--- config.mk ---
export PLATFORM = sky130hd
export DESIGN_NAME = vga_layer_arbiter
export DESIGN_NICKNAME = d
export VERILOG_FILES = /design/src/rtl/vga_layer_arbiter.sv
export SDC_FILE = /design/constraint.sdc
export NUM_CORES = 1
export LEC_CHECK = 0
export ABC_AREA = 1
export CAP_MARGIN = 30
export CORE_ASPECT_RATIO = 1.25
export CORE_UTILIZATION = 56
export DETAILED_ROUTE_END_ITERATION = 7
export HOLD_SLACK_MARGIN = 0.08
export PLACE_DENSITY = 0.87
export SLEW_MARGIN = 10
export SYNTH_ARGS = -nofsm -noshare
export SYNTH_HDL_FRONTEND = slang
export SYNTH_SLANG_ARGS = --single-unit
export TNS_END_PERCENT = 20
--- constraint.sdc ---
create_clock -name clk -period 2.3 [get_ports clk]
set_input_delay 0.46 -clock clk [delete_from_list [all_inputs] [get_ports clk]]
set_output_delay 0.46 -clock clk [all_outputs]
set_load 0.03 [all_outputs]
--- src/rtl/vga_layer_arbiter.sv ---
// Four-layer VGA pixel arbiter: fixed-priority compositing, frame-shadowed config,
// and per-frame pairwise layer-overlap flags.
module vga_layer_arbiter #(
    parameter int unsigned          RGB_W        = 12,
    parameter logic [3:0]           DEFAULT_MASK = 4'hF,
    parameter logic [RGB_W-1:0]     DEFAULT_BG   = '0
) (
    input  logic                 clk,
    input  logic                 reset,
    input  logic                 p_tick,
    input  logic                 video_on,
    input  logic                 frame_start,
    input  logic [3:0]           req,
    input  logic [4*RGB_W-1:0]   layer_rgb,
    input  logic                 cfg_we,
    input  logic [1:0]           cfg_addr,
    input  logic [RGB_W-1:0]     cfg_wdata,
    output logic [RGB_W-1:0]     rgb,
    output logic [3:0]           grant,
    output logic [5:0]           coll_flags,
    output logic                 coll_valid
);

    logic [3:0]         pend_mask, act_mask;
    logic [RGB_W-1:0]   pend_bg, act_bg;

    logic [3:0]         s1_m;
    logic [4*RGB_W-1:0] s1_rgb;
    logic               s1_vid;

    logic [5:0]         coll_acc;

    logic [3:0]         cap_mask;
    logic [3:0]         m;
    logic [5:0]         hits;
    logic [RGB_W-1:0]   nxt_rgb;
    logic [3:0]         nxt_grant;
    logic               found;

    // Capture on a frame_start edge already sees the mask being committed there.
    always_comb begin
        cap_mask = frame_start ? pend_mask : act_mask;
        m        = req & cap_mask;
        hits     = '0;
        if (p_tick && video_on)
            hits = {m[2] & m[3], m[1] & m[3], m[1] & m[2],
                    m[0] & m[3], m[0] & m[2], m[0] & m[1]};
    end

    always_comb begin
        nxt_rgb   = '0;
        nxt_grant = '0;
        found     = 1'b0;
        if (s1_vid) begin
            if (s1_m == '0) begin
                nxt_rgb = act_bg;
            end else begin
                for (int unsigned i = 0; i < 4; i++) begin
                    if (!found && s1_m[i]) begin
                        found        = 1'b1;
                        nxt_grant[i] = 1'b1;
                        nxt_rgb      = s1_rgb[i*RGB_W +: RGB_W];
                    end
                end
            end
        end
    end

    always_ff @(posedge clk or negedge reset) begin
        if (!reset) begin
            pend_mask <= DEFAULT_MASK;
            act_mask  <= DEFAULT_MASK;
            pend_bg   <= DEFAULT_BG;
            act_bg    <= DEFAULT_BG;
        end else begin
            if (frame_start) begin
                act_mask <= pend_mask;
                act_bg   <= pend_bg;
            end
            if (cfg_we) begin
                case (cfg_addr)
                    2'd0:    pend_mask <= cfg_wdata[3:0];
                    2'd1:    pend_bg   <= cfg_wdata;
                    default: ;
                endcase
            end
        end
    end

    always_ff @(posedge clk or negedge reset) begin
        if (!reset) begin
            s1_m   <= '0;
            s1_rgb <= '0;
            s1_vid <= 1'b0;
            rgb    <= '0;
            grant  <= '0;
        end else if (p_tick) begin
            s1_m   <= m;
            s1_rgb <= layer_rgb;
            s1_vid <= video_on;
            rgb    <= nxt_rgb;
            grant  <= nxt_grant;
        end
    end

    always_ff @(posedge clk or negedge reset) begin
        if (!reset) begin
            coll_acc   <= '0;
            coll_flags <= '0;
            coll_valid <= 1'b0;
        end else if (frame_start) begin
            coll_flags <= coll_acc | hits;
            coll_acc   <= '0;
            coll_valid <= 1'b1;
        end else begin
            coll_acc   <= coll_acc | hits;
            coll_valid <= 1'b0;
        end
    end

endmodule

==> results.ini <==
[drt]
drtIter0Drc=262
wl_met3_um=758
drc=0
wirelength_mm=11.6
vias=4170
dr_wl_met2_mm=5.89
final_antenna_net_count=0
vias_per_cell=5.05
dr.pass1.iters=5
highest_layer=met4
wl_met1_mm=4.66
wl_per_cell_um=14.0

[job]
cap_viol_max_count=0

[floorplanning]
design.die.area_mm2=0.00925
rows=38
io_pins=95
die_x_um=86.2
core-area_mm2=0.00865
die_y_um=107
initial_utilization=0.574

[sta]
whs_ps=256
timing.fmax_mhz=485
fin_skew_ps=7.26
tns_ps=0
finalCritPeriodShare=0.896
tightest_slew_ps=503
layout_min_cycle_time_ps=2060
final_hold_viol_count=0
setup_violations=0
relSlewSlack=0.664
rsz0062_at_grt=false
maxSlewViolCount=0

[yosys]
yosysWarnings=0
synth_top_area_cell=dfrtp_1
ys_async_sr_fraction=1.00
synth_seq_cells=114
synth.area.top_cells=dfrtp_1 53%, nand2_1 19%, o21ai_0 7.6%
syn_area_mm2=0.00496
synth.net_count=667
synth_flop_cell=dfrtp_1
synth.avg_cell_area_um2=8.34
synth.distinct_cells=27
ys_top_cells_by_count=249 x nand2_1, 106 x dfrtp_1, 75 x o21ai_0
postSynthCellCount=595
yosysMostFrequentCell=nand2_1
synth_edf_count=0
synth_top_area_share=0.534
yosysSeqAreaShare=0.577

[global_routing]
antenna_found_initial=0
grt_max_degree=51
overflow=0
grt_pass1_vias=4111
grt_usage=0.271
grt_pass1_wl_mm=18.8

[layout]
final_util=0.757
n_antenna_cell=0
fillerInstances=596
fin_cells=825
layout-drive-gt1-share=0.102
nets=764
syn_to_final_growth_pct=32.0

[clocking]
numCtsBuffers=17
insertion_delay_ps=520
cts_tree=yes
path_clk_slew_ps=60
root_buffer=clkbuf_8
cts_sinks=114
h-tree-depth=4
post_cts_resized=0
clk_path_buf_depth=2

[critical_path]
cpMaxStageDelayCell=clkdlybuf4s50_1
critical_path_arrival_ps=1600
startpoint_type=flip-flop
worst_setup_path_end_kind=primary output
cp_top_family=buffers and inverters
critPathMaxStageDelay_ps=690
path_max_fanout=2
required_ps=1840
cp_cell_sequence=clkdlybuf4s50_1
path_buf_inv=1
crit_type=reg -> out

[place]
hpwl_mm=7.98
gp_congestion=0.849
portBuffers=94
dp.cells=792

[min_path]
hp-class=in -> reg

[power_and_ir_drop]
p_total_w=0.00570
power_density_mw_per_mm2=870
p_leak_nw=3.35
vdd_drop_max_uv=561

[status]
status=finished, final reports clean

logic make-up (layout without fill, tap and decap cells):
family | Yosys count | after routing | share of synthesized area
AOI/OAI and AO/OA | 84 | 84 | 0.0897
DFF | 114 | 114 | 0.577
muxes | 8 | 8 | 0.0182
and+or+nand+nor | 292 | 292 | 0.234
buffers and inverters | 97 | 207 | 0.0812
layout by cell type (no fill, tap or decap):
master           netlist  layout
nand2_1              249     249
dfrtp_1              106     106
clkdlybuf4s50_1        0      92
o21ai_0               75      75
inv_1                 70      70
nor2_1                27      27
clkbuf_16              0      16
buf_4                  1       9
mux2_2                 8       8
dfstp_2                8       8
clkbuf_8               1       6
nand2_2                5       5
clkbuf_1              14       5
clkinv_2               0       4
nand3_2                3       3
a21oi_1                3       3
o21ai_2                2       2
o21bai_2               2       2
and2_1                 2       2
inv_2                  1       1
nand2_4                1       1
nor2_4                 1       1
o21bai_1               1       1
and2_2                 1       1
nand3_1                1       1
nor2_2                 1       1
nand3b_2               1       1
o31ai_1                1       1
bufinv_16              0       1
dlygate4sd3_1          0       1
buf_2                  8       1
buf_12                 0       1
where the power goes:
group	leakage [nW]	switching (W)	internal (W)
sequential	1.42	0.000123	0.00225
combinational	1.65	0.000544	0.000371
clock	0.276	0.000847	0.00157
total	3.35	0.00151	0.00419
final cells by class:
class / count / area, um2 / share of cell area
Tap cell: 120 / 150 / 0.0229
Multi-Input combinational cell: 384 / 1700 / 0.259
Clock inverter: 5 / 50.0 / 0.00764
Sequential cell: 114 / 2860 / 0.437
Timing Repair Buffer: 104 / 1020 / 0.156
Inverter: 71 / 267 / 0.0407
Clock buffer: 27 / 502 / 0.0766
routing by layer:
metal | global-route usage | up-vias
met3 | 0.0913 | 20
met2 | 0.449 | 156
met4 | 0.0940 | 0
met1 | 0.331 | 1993
li1 | - | 2001
met5 | 0 | -
metrics by stage:
step                      cell area, um2  setup WS, ps
after floorplan                     4960           996
after global placement              5990           441
after detailed placement            5990           328
after CTS                           6550           222
after global routing                6550           190
final                               6550           239
worst paths after layout:
kind,to,slack [ps],start,cells past startpoint
min in group asynchronous,s1_rgb[38]$_DFFE_PN0P_,360,reset,2
max,rgb[0],240,rgb[0]$_DFFE_PN0P_,1
min,s1_m[2]$_DFFE_PN0P_,260,p_tick,2
max in group asynchronous,act_mask[2]$_DFF_PN1_,1310,reset,3
max reg2reg,rgb[5]$_DFFE_PN0P_,530,s1_m[0]$_DFFE_PN0P_,7
min reg2reg,s1_rgb[1]$_DFFE_PN0P_,470,s1_rgb[1]$_DFFE_PN0P_,2
sequential cells by signal, summed over array words and instances, names as in the netlist:
name        count
act_bg         12
act_mask        4
coll_acc        6
coll_flags      6
coll_valid      1
grant           4
pend_bg        12
pend_mask       4
rgb            12
s1_m            4
s1_rgb         48
s1_vid          1
repair_timing:
| item | 4_1_cts | 5_1_grt |
|---|---|---|
| hold buffers | 1 | 0 |
| buffers inserted | 0 | 0 |
| endpoints found under the hold margin | 14 | 0 |
Note: power is estimated with default switching activity, not from simulation.
